===== src/rtl/hazard_fwd_unit.sv =====
// Hazard/forwarding control for the execute stage: ALU operand selects, rs2 forwarding,
// load-use stall and flush handling, tracked through X/M/W shadow entries.
module hazard_fwd_unit #(
   parameter int unsigned REG_AW            = 5,
   parameter int unsigned LOAD_STALL_CYCLES = 1
) (
   input  logic              clk,
   input  logic              rst_n,
   input  logic [31:0]       inst_d,
   input  logic              valid_d,
   input  logic              flush_x,
   output logic              stall_d,
   output logic [1:0]        asel_x,
   output logic [1:0]        bsel_x,
   output logic [1:0]        rs2sel_x,
   output logic [REG_AW-1:0] rd_w,
   output logic              regwen_w
);

   localparam logic [6:0] OP_R     = 7'b0110011;
   localparam logic [6:0] OP_IALU  = 7'b0010011;
   localparam logic [6:0] OP_LOAD  = 7'b0000011;
   localparam logic [6:0] OP_STORE = 7'b0100011;
   localparam logic [6:0] OP_BR    = 7'b1100011;
   localparam logic [6:0] OP_JALR  = 7'b1100111;
   localparam logic [6:0] OP_JAL   = 7'b1101111;
   localparam logic [6:0] OP_LUI   = 7'b0110111;
   localparam logic [6:0] OP_AUIPC = 7'b0010111;

   localparam logic [1:0] SEL_REG = 2'b00;
   localparam logic [1:0] SEL_ALT = 2'b01;
   localparam logic [1:0] SEL_M   = 2'b10;
   localparam logic [1:0] SEL_W   = 2'b11;

   if (LOAD_STALL_CYCLES != 1) begin : g_param_chk
      $error("hazard_fwd_unit: only LOAD_STALL_CYCLES == 1 is supported");
   end

   typedef struct packed {
      logic              valid;
      logic              wr;
      logic              ld;
      logic [REG_AW-1:0] rd;
   } ent_t;

   ent_t             r_x, r_m, r_w;
   logic [1:0]       r_asel, r_bsel, r_rs2sel;

   logic [6:0]        w_opc;
   logic [REG_AW-1:0] w_rd, w_rs1, w_rs2;
   logic              w_r, w_i, w_ld, w_st, w_br, w_jalr, w_jal, w_lui, w_auipc;
   logic              w_use1, w_use2, w_wr, w_stall, w_bubble;
   logic [1:0]        w_base_a, w_base_b, w_a, w_b, w_r2;
   ent_t              w_x_nxt;
   logic              w_unused;

   assign w_unused = ^inst_d[31:25];

   // Youngest matching producer wins: X entry (ends up in M) over M entry (ends up in W).
   function automatic logic [1:0] fwd(input logic use_r, input logic [REG_AW-1:0] rs,
                                      input ent_t x, input ent_t m);
      logic [1:0] sel;
      sel = SEL_REG;
      if (use_r && rs != '0) begin
         if (x.valid && x.wr && x.rd == rs)      sel = SEL_M;
         else if (m.valid && m.wr && m.rd == rs) sel = SEL_W;
      end
      return sel;
   endfunction

   always_comb begin
      w_opc   = inst_d[6:0];
      w_rd    = REG_AW'(inst_d[11:7]);
      w_rs1   = REG_AW'(inst_d[19:15]);
      w_rs2   = REG_AW'(inst_d[24:20]);
      w_r     = (w_opc == OP_R);
      w_i     = (w_opc == OP_IALU);
      w_ld    = (w_opc == OP_LOAD);
      w_st    = (w_opc == OP_STORE);
      w_br    = (w_opc == OP_BR);
      w_jalr  = (w_opc == OP_JALR);
      w_jal   = (w_opc == OP_JAL);
      w_lui   = (w_opc == OP_LUI);
      w_auipc = (w_opc == OP_AUIPC);

      w_use1 = valid_d && (w_r || w_i || w_ld || w_st || w_br || w_jalr);
      w_use2 = valid_d && (w_r || w_st || w_br);
      w_wr   = valid_d && (w_r || w_i || w_ld || w_lui || w_auipc || w_jal || w_jalr)
               && (w_rd != '0);

      w_base_a = (w_auipc || w_jal || w_br) ? SEL_ALT : SEL_REG;
      w_base_b = (w_i || w_ld || w_st || w_br || w_jalr || w_jal || w_lui || w_auipc)
                 ? SEL_ALT : SEL_REG;

      w_a  = (w_base_a == SEL_REG) ? fwd(w_use1, w_rs1, r_x, r_m) : w_base_a;
      w_b  = (w_base_b == SEL_REG) ? fwd(w_use2, w_rs2, r_x, r_m) : w_base_b;
      w_r2 = (w_st || w_br) ? fwd(w_use2, w_rs2, r_x, r_m) : SEL_REG;

      // Flush wins over the load-use stall: the D instruction is wrong-path anyway.
      w_stall = r_x.valid && r_x.ld && (r_x.rd != '0) && !flush_x &&
                ((w_use1 && w_rs1 == r_x.rd) || (w_use2 && w_rs2 == r_x.rd));
      w_bubble = w_stall || flush_x || !valid_d;

      w_x_nxt = '0;
      if (!w_bubble) begin
         w_x_nxt.valid = 1'b1;
         w_x_nxt.wr    = w_wr;
         w_x_nxt.ld    = w_ld;
         w_x_nxt.rd    = w_wr ? w_rd : '0;
      end
   end

   // Shadow pipeline and registered X-stage selects.
   always_ff @(posedge clk or negedge rst_n) begin
      if (!rst_n) begin
         r_x      <= '0;
         r_m      <= '0;
         r_w      <= '0;
         r_asel   <= SEL_REG;
         r_bsel   <= SEL_REG;
         r_rs2sel <= SEL_REG;
      end else begin
         r_x      <= w_x_nxt;
         r_m      <= r_x;
         r_w      <= r_m;
         r_asel   <= w_bubble ? SEL_REG : w_a;
         r_bsel   <= w_bubble ? SEL_REG : w_b;
         r_rs2sel <= w_bubble ? SEL_REG : w_r2;
      end
   end

   assign stall_d  = w_stall;
   assign asel_x   = r_asel;
   assign bsel_x   = r_bsel;
   assign rs2sel_x = r_rs2sel;
   assign rd_w     = r_w.rd;
   assign regwen_w = r_w.valid && r_w.wr;

endmodule


===== config.mk =====
export PLATFORM = sky130hd
export DESIGN_NAME = hazard_fwd_unit
export DESIGN_NICKNAME = d
export VERILOG_FILES = /design/src/rtl/hazard_fwd_unit.sv
export SDC_FILE = /design/constraint.sdc
export NUM_CORES = 1
export LEC_CHECK = 0
export ABC_AREA = 1
export ABC_CLOCK_PERIOD_IN_PS = 4100
export CAP_MARGIN = 20
export CORE_MARGIN = 4
export CORE_UTILIZATION = 50
export DETAILED_ROUTE_END_ITERATION = 10
export PLACE_DENSITY = 0.95
export SKIP_CTS_REPAIR_TIMING = 1
export SKIP_LAST_GASP = 1
export SLEW_MARGIN = 20
export SYNTH_ARGS = -nofsm -noshare
export SYNTH_HDL_FRONTEND = slang
export SYNTH_SLANG_ARGS = --single-unit

===== constraint.sdc =====
create_clock -name clk -period 4.1 [get_ports clk]
set_clock_uncertainty 0.05 [all_clocks]
set_input_delay 0.41 -clock clk [delete_from_list [all_inputs] [get_ports clk]]
set_output_delay 0.41 -clock clk [all_outputs]
set_load 0.01 [all_outputs]

==> results.py <==
metrics = {
    "status": {
        "status": "finished clean",
    },
    "layout": {
        "seqCellArea_sq_um": 701,
        "final_layout_size_suffix_gt1_share_pct": 11.0,
        "fin_nets": 275,
        "fin_area_sq_um": 1960,
        "fin_util_pct": 64.8,
        "multi_input_area_sq_um": 687,
        "area_growth_pct": 25.3,
        "fillCellCount": 259,
        "finalNonFillerCells": 281,
        "antennaDiodeCount": 0,
    },
    "yosys": {
        "mappedNetlistArea_sq_um": 1570,
        "yosysUniqueCellTypes": 22,
        "syn_nets": 238,
        "synth_top_area_cell": "dfrtp_1",
        "synth_top_area_share_pct": 44.8,
        "synth-seq-cells": 28,
        "yosys_warnings": 0,
        "yosysSeqAreaShare_pct": 44.8,
        "synthArstFlopShare_pct": 100,
        "synth_edf_count": 0,
        "synth_common_cells": "nand2_1, dfrtp_1, nor2_1",
        "synthTopCellsByArea": "dfrtp_1, nand2_1, nor2_1, inv_1, nand3_1",
        "syn_area_per_cell_sq_um": 7.75,
        "ys.flop_type": "dfrtp_1",
        "postSynthCellCount": 202,
        "synth_most_common_cell": "nand2_1",
    },
    "sta": {
        "setup_viol": 0,
        "rsz0062_at_grt": "false",
        "fmax_mhz": 368,
        "relSlewSlack_pct": 77.8,
        "finalSetupTns_ns": 0,
        "min_period_ns": 2.72,
        "hold_slack_ns": 0.363,
        "worst_pin_slew_ns": 0.333,
        "slew_viol_final": 0,
        "setup_ws_ns": 1.38,
        "hold_viol": 0,
        "finalCritPeriodShare_pct": 66.2,
    },
    "die": {
        "start_util_pct": 51.7,
        "die_x_microns": 64.0,
        "core_area_sq_um": 3030,
        "ios": 49,
        "dieArea_sq_um": 4090,
        "chipHeight_microns": 64.0,
        "rows": 20,
    },
    "global_route": {
        "antenna_found_initial": 0,
        "grtUsageMet1_pct": 19.0,
        "overflow": 0,
        "grt_max_degree": 29,
        "gr-usage-met2_pct": 29.5,
        "use_met3_pct": 2.99,
        "grt.total_usage_pct": 16.6,
        "grt_pass1_wl_microns": 5460,
        "top_usage_layer": "met2",
        "grt_pass1_vias": 1378,
    },
    "critical_path": {
        "end_kind": "output port",
        "startpoint": "inst_d[5]",
        "slowest_delay_ns": 0.58,
        "worstPathMaxFanout": 5,
        "required_ns": 3.64,
        "path_cells": "clkdlybuf4s50_1 -> nand3_1 -> a21oi_1 -> nand2_1 -> a21oi_2 -> nand2_2 -> inv_1 -> clkdlybuf4s50_1",
        "rr_startpoint": "r_x[1]",
        "path_class": "in -> out",
        "slowest_stage": "clkdlybuf4s50_1",
        "cpMostUsedCell": "clkdlybuf4s50_1",
        "start_kind": "input port",
        "crit_arrival_ns": 2.26,
    },
    "pwr": {
        "power.total_mw": 0.454,
        "p_leak_nw": 0.919,
        "ir_worst_vdd_mv": 0.101,
        "cellPowerDensity_nw_per_um2": 231,
    },
    "detailed_routing": {
        "detail-route-antenna-nets": 0,
        "remaining_drc_errors": 0,
        "viasPerCell": 4.99,
        "drtPass1Iterations": 4,
        "dr.first_iter.drc_count": 43,
        "routed_wl_microns": 3100,
        "wl_per_cell_microns": 11.0,
        "vias": 1401,
    },
    "hold_path": {
        "hp-class": "reg -> reg",
        "min_from": "r_m[3]",
    },
    "cts": {
        "clk_path_buf_depth": 2,
        "clkLatencyLatePin_ns": 0.31,
        "h-tree-depth": 1,
        "cts.sinks": 28,
        "numCtsBuffers": 3,
        "cts_tree": "built",
        "clkTransAtPathRegs_ns": 0.13,
        "cts_root_buf": "clkbuf_4",
    },
    "placed_design": {
        "pre_cts_ws_ns": 1.41,
        "port_buffers": 38,
        "gp_congestion": 0.883,
        "place_inst": 278,
        "place_area_sq_um": 1940,
        "dp_hpwl_microns": 2480,
    },
    "flow_run": {
        "drv_cap": 0,
    },
}
-- cells in the final DEF (no fill, tap or decap) --
cell,instances
nand2_4,2
buf_4,1
xor2_1,4
nand4_1,9
nor2_4,2
nand3_1,12
nor2_1,27
or3_1,1
inv_1,26
nor2_2,9
o21ai_0,5
a21oi_1,7
nor3_1,5
dfrtp_1,28
a21oi_2,1
nand2_1,44
xnor2_1,3
o21ai_1,2
inv_2,3
clkbuf_4,3
clkdlybuf4s50_1,38
nand2_2,5
-- registers in the layout, indices dropped and copies added (netlist names) --
name      count
rd_w          5
r_w           2
bsel_x        2
asel_x        2
r_x           8
rs2sel_x      2
r_m           7
-- worst max-delay path, delay by kind of cell --
| family | cells | cell delay, ns |
|---|---|---|
| compound gates | 2 | 0.32 |
| simple gates | 3 | 0.36 |
| buf+inv | 3 | 1.17 |
-- kinds of logic after synthesis --
kind of cell    after synthesis  share of synthesized area [%]
compound gates               15                           5.04
xor+xnor                      7                           3.92
buf+inv                      36                           11.4
flops                        28                           44.8
simple gates                116                           34.9
-- per-layer routing --
| layer | routed length, microns | vias up |
|---|---|---|
| li1 | - | 699 |
| met1 | 1280 | 639 |
| met2 | 1510 | 54 |
| met3 | 230 | 9 |
| met4 | 80 | 0 |
| met5 | 0 | - |
-- worst paths after layout --
path / depth (start not counted) / slack, ns / endpoint
worst max-delay path: 8 / 1.38 / stall_d
worst max register to register: 8 / 2.53 / asel_x[1]
min in group asynchronous: 2 / 0.39 / rd_w[1]
max in group asynchronous: 2 / 3.35 / r_x[7]
worst min-delay path: 0 / 0.36 / rd_w[3]
worst min register to register: 0 / 0.36 / rd_w[3]
-- power by group --
group / switching (mW) / internal, mW
clock network: 0.0695 / 0.0344
registers: 0.00176 / 0.279
logic: 0.0367 / 0.0330
-- cell type report --
| class | instances | area share [%] |
|---|---|---|
| Clock buffer | 3 | 1.15 |
| Inverter | 29 | 5.55 |
| Multi-Input combinational cell | 138 | 35.0 |
| Sequential cell | 28 | 35.7 |
| Tap cell | 44 | 2.81 |
| Timing Repair Buffer | 39 | 19.8 |
Power figures use the tool's default switching activity.
